**src/rtl/rfsoc_config.sv**
```systemverilog
// rfsoc_config: shared constants for the RFSoC control path.
//   sdata            - gpio_ctrl bit carrying the serial config data
//   adc_pkt_len_clk  - gpio_ctrl bit used as the serial config clock
//   config_reg_width - width of the packet-length config register
//   adc_hdr_tag      - upper 16 bits of every packet header word
//   pkt_state_e      - packetizer FSM states
//   clamp_pkt_len    - maps a zero length onto one word
package rfsoc_config;

  localparam int unsigned sdata            = 0;
  localparam int unsigned adc_pkt_len_clk  = 12;
  localparam int unsigned config_reg_width = 16;
  localparam logic [15:0] adc_hdr_tag      = 16'hADC0;

  typedef enum logic [1:0] {
    ST_IDLE   = 2'd0,
    ST_HEADER = 2'd1,
    ST_DATA   = 2'd2
  } pkt_state_e;

  function automatic logic [config_reg_width-1:0] clamp_pkt_len(
    input logic [config_reg_width-1:0] len
  );
    return (len == '0) ? config_reg_width'(1) : len;
  endfunction

endpackage

```
**src/rtl/axis_sync_fifo.sv**
```systemverilog
// axis_sync_fifo: single-clock FIFO with registered pointers.
//   clk, rst_n        - clock, asynchronous active-low reset (empties FIFO)
//   wr_en, wr_data    - write request; accepted when not full, or when full
//                       and a read happens in the same cycle
//   rd_en, rd_data    - read request (ignored when empty); rd_data is the head
//   full, empty       - status flags derived from the pointers
module axis_sync_fifo #(
  parameter int unsigned WIDTH = 32,
  parameter int unsigned DEPTH = 16
) (
  input  logic             clk,
  input  logic             rst_n,
  input  logic             wr_en,
  input  logic [WIDTH-1:0] wr_data,
  input  logic             rd_en,
  output logic [WIDTH-1:0] rd_data,
  output logic             full,
  output logic             empty
);

  localparam int unsigned AW = $clog2(DEPTH);

  logic [WIDTH-1:0] mem [DEPTH];
  // One extra pointer bit distinguishes full from empty when the
  // address bits match.
  logic [AW:0] wr_ptr;
  logic [AW:0] rd_ptr;
  logic        do_wr;
  logic        do_rd;

  assign empty = (wr_ptr == rd_ptr);
  assign full  = (wr_ptr[AW] != rd_ptr[AW]) && (wr_ptr[AW-1:0] == rd_ptr[AW-1:0]);

  assign do_rd = rd_en & ~empty;
  assign do_wr = wr_en & (~full | do_rd);

  assign rd_data = mem[rd_ptr[AW-1:0]];

  always_ff @(posedge clk) begin
    if (do_wr) begin
      mem[wr_ptr[AW-1:0]] <= wr_data;
    end
  end

  always_ff @(posedge clk or negedge rst_n) begin
    if (!rst_n) begin
      wr_ptr <= '0;
      rd_ptr <= '0;
    end else begin
      if (do_wr) wr_ptr <= wr_ptr + 1'b1;
      if (do_rd) rd_ptr <= rd_ptr + 1'b1;
    end
  end

endmodule

```
**src/rtl/adc_axis_packetizer.sv**
```systemverilog
// adc_axis_packetizer: buffers ADC samples and emits them to the PS DMA as
// packets of one header word ({16'hADC0, seq_num}) followed by pkt_len words.
//   ps_clk                 - sole clock (rising edge)
//   rst                    - asynchronous active-low reset
//   gpio_ctrl              - control bus; bit sdata = serial data,
//                            bit adc_pkt_len_clk = serial config clock
//   select_in              - enables serial loading of the packet length
//   s_axis_*               - sample stream in (tready = FIFO not full)
//   m_axis_*               - packetized stream out, tlast on final data word
//   overflow               - sticky, set when a sample is offered while full
module adc_axis_packetizer
  import rfsoc_config::*;
#(
  parameter int unsigned FIFO_DEPTH      = 16,
  parameter int unsigned DEFAULT_PKT_LEN = 16
) (
  input  logic        ps_clk,
  input  logic        rst,
  input  logic [15:0] gpio_ctrl,
  input  logic        select_in,
  input  logic [31:0] s_axis_tdata,
  input  logic        s_axis_tvalid,
  output logic        s_axis_tready,
  output logic [31:0] m_axis_tdata,
  output logic        m_axis_tvalid,
  input  logic        m_axis_tready,
  output logic        m_axis_tlast,
  output logic        overflow
);

  localparam logic [config_reg_width-1:0] DEF_LEN = config_reg_width'(DEFAULT_PKT_LEN);

  pkt_state_e state;
  pkt_state_e state_nxt;

  logic        ready_en;
  logic        fifo_full;
  logic        fifo_empty;
  logic        fifo_wr;
  logic        fifo_rd;
  logic [31:0] fifo_head;

  logic                        len_clk_d;
  logic                        len_clk_rise;
  logic [config_reg_width-1:0] pkt_len_sr;
  logic [config_reg_width-1:0] pkt_len_act;
  logic [config_reg_width-1:0] word_cnt;
  logic [15:0]                 seq_num;

  logic load_len;
  logic clr_cnt;
  logic inc_cnt;
  logic inc_seq;

  // Only the serial data and clock bits are consumed from the control bus.
  logic unused_gpio;
  assign unused_gpio = ^gpio_ctrl;

  // ---------------------------------------------------------------- input
  // tready is held low during reset and rises on the first edge after it.
  always_ff @(posedge ps_clk or negedge rst) begin
    if (!rst) ready_en <= 1'b0;
    else      ready_en <= 1'b1;
  end

  assign s_axis_tready = ready_en & ~fifo_full;
  assign fifo_wr       = s_axis_tvalid & s_axis_tready;

  always_ff @(posedge ps_clk or negedge rst) begin
    if (!rst) begin
      overflow <= 1'b0;
    end else if (s_axis_tvalid && fifo_full) begin
      overflow <= 1'b1;
    end
  end

  axis_sync_fifo #(
    .WIDTH (32),
    .DEPTH (FIFO_DEPTH)
  ) u_fifo (
    .clk     (ps_clk),
    .rst_n   (rst),
    .wr_en   (fifo_wr),
    .wr_data (s_axis_tdata),
    .rd_en   (fifo_rd),
    .rd_data (fifo_head),
    .full    (fifo_full),
    .empty   (fifo_empty)
  );

  // -------------------------------------------------------- serial config
  assign len_clk_rise = gpio_ctrl[adc_pkt_len_clk] & ~len_clk_d;

  always_ff @(posedge ps_clk or negedge rst) begin
    if (!rst) begin
      len_clk_d  <= 1'b0;
      pkt_len_sr <= DEF_LEN;
    end else begin
      len_clk_d <= gpio_ctrl[adc_pkt_len_clk];
      if (len_clk_rise && select_in) begin
        pkt_len_sr <= {gpio_ctrl[sdata], pkt_len_sr[config_reg_width-1:1]};
      end
    end
  end

  // ------------------------------------------------------------------ FSM
  always_ff @(posedge ps_clk or negedge rst) begin
    if (!rst) state <= ST_IDLE;
    else      state <= state_nxt;
  end

  always_comb begin
    state_nxt     = state;
    m_axis_tdata  = '0;
    m_axis_tvalid = 1'b0;
    m_axis_tlast  = 1'b0;
    fifo_rd       = 1'b0;
    load_len      = 1'b0;
    clr_cnt       = 1'b0;
    inc_cnt       = 1'b0;
    inc_seq       = 1'b0;
    unique case (state)
      ST_IDLE: begin
        if (!fifo_empty) begin
          load_len  = 1'b1;
          state_nxt = ST_HEADER;
        end
      end
      ST_HEADER: begin
        m_axis_tdata  = {adc_hdr_tag, seq_num};
        m_axis_tvalid = 1'b1;
        if (m_axis_tready) begin
          clr_cnt   = 1'b1;
          state_nxt = ST_DATA;
        end
      end
      ST_DATA: begin
        m_axis_tdata  = fifo_head;
        m_axis_tvalid = ~fifo_empty;
        m_axis_tlast  = (word_cnt == pkt_len_act - 1'b1);
        if (!fifo_empty && m_axis_tready) begin
          fifo_rd = 1'b1;
          inc_cnt = 1'b1;
          if (m_axis_tlast) begin
            inc_seq   = 1'b1;
            state_nxt = ST_IDLE;
          end
        end
      end
      default: state_nxt = ST_IDLE;
    endcase
  end

  // ------------------------------------------------------ packet counters
  // pkt_len_act is sampled only on IDLE->HEADER so a config change made
  // mid-packet takes effect with the following packet.
  always_ff @(posedge ps_clk or negedge rst) begin
    if (!rst) begin
      pkt_len_act <= DEF_LEN;
      word_cnt    <= '0;
      seq_num     <= '0;
    end else begin
      if (load_len) pkt_len_act <= clamp_pkt_len(pkt_len_sr);
      if (clr_cnt)      word_cnt <= '0;
      else if (inc_cnt) word_cnt <= word_cnt + 1'b1;
      if (inc_seq) seq_num <= seq_num + 16'd1;
    end
  end

endmodule
```
**config.mk**
```make
export PLATFORM = sky130hd
export DESIGN_NAME = adc_axis_packetizer
export DESIGN_NICKNAME = d
export VERILOG_FILES = /design/src/rtl/rfsoc_config.sv /design/src/rtl/axis_sync_fifo.sv /design/src/rtl/adc_axis_packetizer.sv
export SDC_FILE = /design/constraint.sdc
export NUM_CORES = 1
export LEC_CHECK = 0
export CORE_AREA = 2 2 222 224
export CTS_CLUSTER_DIAMETER = 40
export DETAILED_ROUTE_END_ITERATION = 8
export DIE_AREA = 0 0 224 226
export PLACE_DENSITY = 0.76
export SLEW_MARGIN = 20
export SYNTH_ARGS = -nofsm -noshare
export SYNTH_HDL_FRONTEND = slang
export SYNTH_SLANG_ARGS = --single-unit
```
**constraint.sdc**
```tcl
create_clock -name ps_clk -period 5.9 [get_ports ps_clk]
set_input_delay 1.77 -clock ps_clk [delete_from_list [all_inputs] [get_ports ps_clk]]
set_output_delay 1.77 -clock ps_clk [all_outputs]
set_load 0.05 [all_outputs]
```
=== Word level (Yosys, flattened, before mapping) ===
Memory sizes are Yosys's and may differ from the RTL's.
Index checks and enable logic that the tools add are counted.

* Add/subtract/negate cells: 5
* Multiply operators: 0
* Div/mod/pow operators: 0
* $lt $le $gt $ge: 0
* Equal/unequal tests: 10
* Shifts and indexed selects: 0
* Multiplexer cells: 22
* Bitwise logic cells: 9
* Reductions and logical operators: 9

{| class="wikitable"
|+ Operators with widths
! cell !! number
|-
| $pmux 32 s2 || 1
|-
| $mux 16 || 3
|-
| $add 16x1->16 const B || 2
|-
| $eq 16x16->1 || 1
|-
| $logic_not 16->1 || 1
|-
| $sub 16x1->16 const B || 1
|-
| $mux 1 || 12
|-
| $add 5x1->5 const B || 2
|-
| $mux 2 || 4
|-
| $ne 2x2->1 const B || 4
|-
| $pmux 2 s3 || 1
|-
| $and 1x1->1 || 5
|-
| $eq 5x5->1 || 1
|-
| $eq 4x4->1 || 1
|-
| $logic_and 1x1->1 || 4
|-
| $reduce_and 4->1 || 1
|-
| $not 1->1 || 3
|-
| $eq 2x1->1 const B || 1
|-
| $eq 2x2->1 const B || 1
|-
| $logic_not 2->1 || 1
|-
| $pmux 1 s2 || 1
|-
| $reduce_bool 2->1 || 1
|-
| $logic_not 1->1 || 1
|-
| $ne 1x1->1 || 1
|-
| $or 1x1->1 || 1
|}

* Register bits: 79
* Latch bits: 0
* Bits in writable memories: 512
* Memory bits (read-only): 0
* Input bits: 53
* Output and inout bits: 36
* Logic and storage cells: 66
* Memories kept: 1

{| class="wikitable"
|+ Memory list
! memory !! words !! width !! rd ports !! clocked after Yosys merged registers in !! write ports !! RTL line !! RTL
|-
| u_fifo.mem || 16 || 32 || 1 || 0 || 1 || axis_sync_fifo.sv:23 || <nowiki>logic [WIDTH-1:0] mem [DEPTH];</nowiki>
|}

=== Logic depth before layout (Yosys ltp) ===
* Word-level depth: 10
* Mapped depth: 11
* Gate-level depth less buffers: 9

=== Cells and area by module ===
Synthesis repeated with hierarchy kept, for this count alone.

* Cell total of the unflattened synthesis: 1257
* Area total of the unflattened synthesis: 23839.1 sq um

{| class="wikitable"
|+ By module, submodules not included
! module !! instances !! cells an instance !! area each (sq um) !! sequential area each (sq um)
|-
| axis_sync_fifo || 1 || 855 || 19819.0 || 15625.0
|-
| adc_axis_packetizer || 1 || 402 || 4020.1 || 1729.2
|}

=== Least setup slack after synthesis ===
OpenSTA, ideal clock, no wires.

* Kind: in2reg
* From: input port s_axis_tvalid
* To: memory u_fifo.mem[3][0] (enable)
* Setup time: 0.461 ns
* Arrival time: 4.515 ns
* Required time: 5.439 ns
* Setup slack: 0.924 ns
* Stages on the path: 4
* Path buffers: 1
* Cell sequence: and3_1 > clkbuf_1 > nand2_1 > nor3_1

* Longest elaborated chain between the ends: 4

{| class="wikitable"
|+ Ends and longest elaborated chain
! what !! RTL line !! RTL
|-
| from (decl) || adc_axis_packetizer.sv:22 || <nowiki>input logic s_axis_tvalid,</nowiki>
|-
| $and 1x1->1 || adc_axis_packetizer.sv:67 || <nowiki>assign fifo_wr = s_axis_tvalid & s_axis_tready;</nowiki>
|-
| $and 1x1->1 || axis_sync_fifo.sv:35 || <nowiki>assign do_wr = wr_en & (~full | do_rd);</nowiki>
|-
| $mux 1 || axis_sync_fifo.sv:40 || <nowiki>if (do_wr) begin</nowiki>
|-
| $mux 1 (implied by the code) || axis_sync_fifo.sv:41 || <nowiki>mem[wr_ptr[AW-1:0]] <= wr_data;</nowiki>
|-
| to (decl) || axis_sync_fifo.sv:23 ||
|}

No other way between the ends.

=== Final worst setup path ===
* From: register u_fifo.rd_ptr[0]
* To: output port m_axis_tdata[5]

* Longest elaborated chain between the ends: 2

{| class="wikitable"
|+ Ends and longest elaborated chain
! what !! RTL line !! RTL
|-
| from (decl) || axis_sync_fifo.sv:27 || <nowiki>logic [AW:0] rd_ptr;</nowiki>
|-
| from (signal assigned) || axis_sync_fifo.sv:51 || <nowiki>if (do_rd) rd_ptr <= rd_ptr + 1'b1;</nowiki>
|-
| $mem_v2 16x32 || -- ||
|-
| $pmux 32 s2 || adc_axis_packetizer.sv:122 || <nowiki>unique case (state)</nowiki>
|-
| to (decl) || adc_axis_packetizer.sv:24 || <nowiki>output logic [31:0] m_axis_tdata,</nowiki>
|}

No other way between the ends.

==> metrics list <==
* First-pass iteration count of the detailed router: 5
* Via count: 12300
- In the routed design, unresolved DRC markers number 0.
* Number of placed instances, taps included: 1860
- Buffer type at the clock tree root: sky130_fd_sc_hd__clkbuf_16
* Final Routed Wirelength: 54260 um
- VDD sags by at most 0.0003550 V.
- Number of different library cells in the post-synthesis netlist: 59
* Die height: 226 um
- Setup repair after global routing left no endpoint under its margin.
- Sequential-to-total area share from yosys stat: 72.78%
* Cell Rows: 81
* Slew headroom: 33.58%
- Crit Path Max Fanout: 30
* Detail Placement HPWL: 29950 um
- The synthesized design contains 512 enable-type register cells.
- Summing all placed instances gives a cell area of 25670 um2.
- In this run, synthesis produced a sequential element count of 591.
- For this run, the post-layout net count is 1385.
- Status: complete, no violations
- Clock skew on the completed layout was measured at 41.45 ps.
- Adding up every negative setup slack in the final design gives 0 ps.
- Final setup fails: 0
* Die area: 50620 um2
- In this run the cell area of the synthesized design comes to 23840 um2.
- The tool flagged a number of max-cap violations equal to 0.
* Initial antenna violation count: 6
- Vias in the first global route: 12940
* Core region area: 48340 um2
- Number of cells upsized or downsized after cts: 0
- STA classifies the critical path startpoint as a flop.
- Buffers placed on the I/O ports in this run total 74.
* Clock input transition at the sequential cells of the worst setup and hold paths: 50 ps
- For this run the aggregate overflow at the end of global routing stands at 0.
- Of the cells placed in the final design, the portion with a size suffix greater than 1 is 30.60%.
- PD cells: 482.7 nW/um2
* Clock tree from TritonCTS: yes
* Global-route wire length before repair: 81030 um
- Area growth from synthesis to layout: 19.67%
* Worst skew pair latency: 620 ps
* Family with the most delay on the worst path: buffers and inverters
- Post-synthesis share of cell area spent on and, or, nand and nor gates: 4.135%
- In the synthesized netlist, mux cells make up 16.84% of the area.
- The tightest min-delay check is of the reg -> reg type.
- Static leakage power: 0.009576 uW
- Detail-routed via count per cell: 6.103
* F_max: 175.3 MHz
- Post-route design area: 28530 um2
- After synthesis, the largest area contributor takes up 64.48% of total cell area.
- Synthesized area divided by synthesized cell count: 20.10 um2
- Summing the areas of all fa, ha and maj instances in the mapped netlist gives 0.5772% of the synthesized area.
* Count of hold buffers inserted by post-cts repair: 0
- Starting utilization of the core area: 49.32%
- Post-synthesis net count: 1250
* Async set-reset flop share out of synthesis: 13.37%
* Die width: 224 um
- Critical Path RT: 4130 ps
- Counting every instance in the synthesized netlist gives 1186.
- Number of buffers on the longest clock path: 3
- Pin placement for this block handled 89 I/O pins.
- The multi-input combinational cells in the finished layout cover a total of 6275 um2.
* Final hold violation count: 0
- Post-synthesis xor/xnor area fraction: 2.094%
- Slowest stage delay, CP: 820 ps
* Final period utilization: 96.69%
- Number of H-tree branching levels: 3
- Number of warning messages in the yosys log: 0
* Wire length per cell: 26.91 um
- The sequential cells in the finished layout cover a total of 17360 um2.
- Number of sinks driven by the clock tree: 591
- Critical Path AT: 3930 ps
* TritonCTS Buffers: 81
- Critical Path End Type: output port
* Total of fill cells in the finished design: 3310
* Pin count of the biggest net entering global routing: 80
- Drt first-iter violations: 1307
* Final Wtd Congestion: 0.8361
- The setup path with the least slack is of type reg -> out.
* Global-route total usage across every layer: 21.98%
- The critical path goes through buf_4 > mux4_2 > mux4_2 > a32o_1 > clkdlybuf4s50_1.
- The detail route stage leaves a number of antenna-violating nets equal to 0.
- The synthesized netlist devotes 2.178% of its cell area to compound gates.
- Buf/Inv on CP: 2
- By area the synthesized netlist is led by sky130_fd_sc_hd__edfxtp_1 64%, sky130_fd_sc_hd__mux4_2 15%, sky130_fd_sc_hd__dfrtp_1 8.1%.
- The number of pins with negative max-slew slack in the final report came to 0.
- The largest individual stage delay along the critical path comes from the cell sky130_fd_sc_hd__dfrtp_4.
- Post-CTS setup-driven buffer insertion count: 0
- Most used cell, CP: sky130_fd_sc_hd__mux4_2
- Final min period: 5705 ps
* Final cell count without fillers: 2016
- The synthesized design spends more area on one cell type than any other, namely sky130_fd_sc_hd__edfxtp_1.
- For this run, the leading register cell type out of synthesis is sky130_fd_sc_hd__edfxtp_1.
* Largest family of logic cells by synthesized area: multiplexers
- At the pin with the least slew margin, the transition time is 996.3 ps.
- Setup slack on the worst reg-to-reg path comes out at 1900 ps.
==> synthesized netlist by cell type, drive strengths merged, types with 4 or more instances <==
cell type / count
nor3: 22
nor2: 41
ha: 11
o21ai: 10
nand4: 16
nand2b: 4
dfrtp: 77
nand3b: 4
xnor2: 23
xor2: 34
clkbuf: 48
and2: 7
nand3: 13
or3: 4
and3: 9
nor4: 11
a31oi: 4
nand2: 26
mux2: 33
a211o: 4
mux4: 160
a31o: 10
a21oi: 9
inv: 14
nor2b: 11
mux2i: 4
buf: 21
a32o: 16
edfxtp: 512
==> flip-flops by register name (all words and copies together), names as in the netlist <==
name / count
pkt_len_sr: 16
u_fifo.rd_ptr: 5
u_fifo.wr_ptr: 5
seq_num: 16
overflow: 1
word_cnt: 16
ready_en: 1
u_fifo.mem: 512
len_clk_d: 1
pkt_len_act: 16
state: 2
==> stage by stage <==
step	total power, uW	worst slack (ps)	hold slack [ps]	util (%)
detailed placement	8849	774.4	486.5	53.11
finish	13770	195.3	492.2	59.03
global route	14270	28.64	500.3	59.02
floorplan	7728	924.0	442.0	-
CTS	13880	122.3	496.2	58.99
global placement	8773	771.7	480.3	53.11
==> power breakdown <==
part	total (uW)	leakage (uW)	internal (uW)	switching [uW]
sequential	5190	0.00565	4850	346
combinational	3590	0.00256	1730	1860
clock	4990	0.00136	3090	1900
total	13800	0.00958	9670	4110
==> kinds of logic after synthesis <==
group           count (synthesis)
buf+inv                        83
simple gates                  179
xor+xnor                       57
other cells                     1
fa+ha+maj                      11
compound gates                 67
flops                         591
mux                           197
==> worst paths after layout <==
path | end | cells past startpoint | startpoint
max in group asynchronous | u_fifo.rd_ptr[0]$_DFFE_PN0P_ | 1 | rst
worst max-delay path | m_axis_tdata[5] | 5 | u_fifo.rd_ptr[0]$_DFFE_PN0P_
worst min register to register | seq_num[15]$_DFFE_PN0P_ | 1 | seq_num[15]$_DFFE_PN0P_
worst min-delay path | seq_num[15]$_DFFE_PN0P_ | 1 | seq_num[15]$_DFFE_PN0P_
worst max register to register | seq_num[1]$_DFFE_PN0P_ | 9 | pkt_len_act[0]$_DFFE_PN0P_
min in group asynchronous | word_cnt[10]$_DFFE_PN0P_ | 1 | rst
==> placed cells by master (no fill, tap or decap), types with 9 or more instances in the layout <==
| cell | synthesis | final |
|---|---|---|
| sky130_fd_sc_hd__a32o_1 | 16 | 16 |
| sky130_fd_sc_hd__and3_1 | 9 | 9 |
| sky130_fd_sc_hd__buf_12 | 0 | 9 |
| sky130_fd_sc_hd__buf_4 | 0 | 38 |
| sky130_fd_sc_hd__bufinv_16 | 0 | 9 |
| sky130_fd_sc_hd__clkbuf_16 | 0 | 85 |
| sky130_fd_sc_hd__clkdlybuf4s50_1 | 0 | 73 |
| sky130_fd_sc_hd__clkinv_2 | 0 | 10 |
| sky130_fd_sc_hd__clkinv_4 | 0 | 12 |
| sky130_fd_sc_hd__clkinvlp_4 | 0 | 10 |
| sky130_fd_sc_hd__dfrtp_1 | 77 | 73 |
| sky130_fd_sc_hd__edfxtp_1 | 512 | 512 |
| sky130_fd_sc_hd__ha_1 | 11 | 11 |
| sky130_fd_sc_hd__inv_1 | 14 | 14 |
| sky130_fd_sc_hd__inv_6 | 0 | 11 |
| sky130_fd_sc_hd__mux2_2 | 32 | 32 |
| sky130_fd_sc_hd__mux4_2 | 160 | 160 |
| sky130_fd_sc_hd__nand2_1 | 26 | 26 |
| sky130_fd_sc_hd__nand3_1 | 13 | 13 |
| sky130_fd_sc_hd__nand4_1 | 15 | 15 |
| sky130_fd_sc_hd__nor2_1 | 40 | 28 |
| sky130_fd_sc_hd__nor2_4 | 1 | 13 |
| sky130_fd_sc_hd__nor2b_1 | 11 | 11 |
| sky130_fd_sc_hd__nor3_1 | 19 | 15 |
| sky130_fd_sc_hd__nor4_1 | 10 | 10 |
| sky130_fd_sc_hd__o21ai_0 | 10 | 10 |
| sky130_fd_sc_hd__xnor2_1 | 23 | 23 |
| sky130_fd_sc_hd__xor2_1 | 34 | 34 |
==> area by class of cell <==
class,instances,share of cell area [%]
clock inverters,58,2.377
repair buffers,121,4.231
flip-flops and latches,591,60.85
diodes,5,0.04385
inverters,14,0.1842
well taps,622,2.727
clock buffers,93,7.594
multi-input cells,512,21.99
==> routing by layer <==
metal	GRT usage, %	routed length, um	vias up
met1	27.83	20990	6500
met3	4.697	3728	109
met5	0	25	-
met4	8.946	1363	4
li1	-	-	5159
met2	37.22	28150	532
Power figures use the tool's default switching activity.
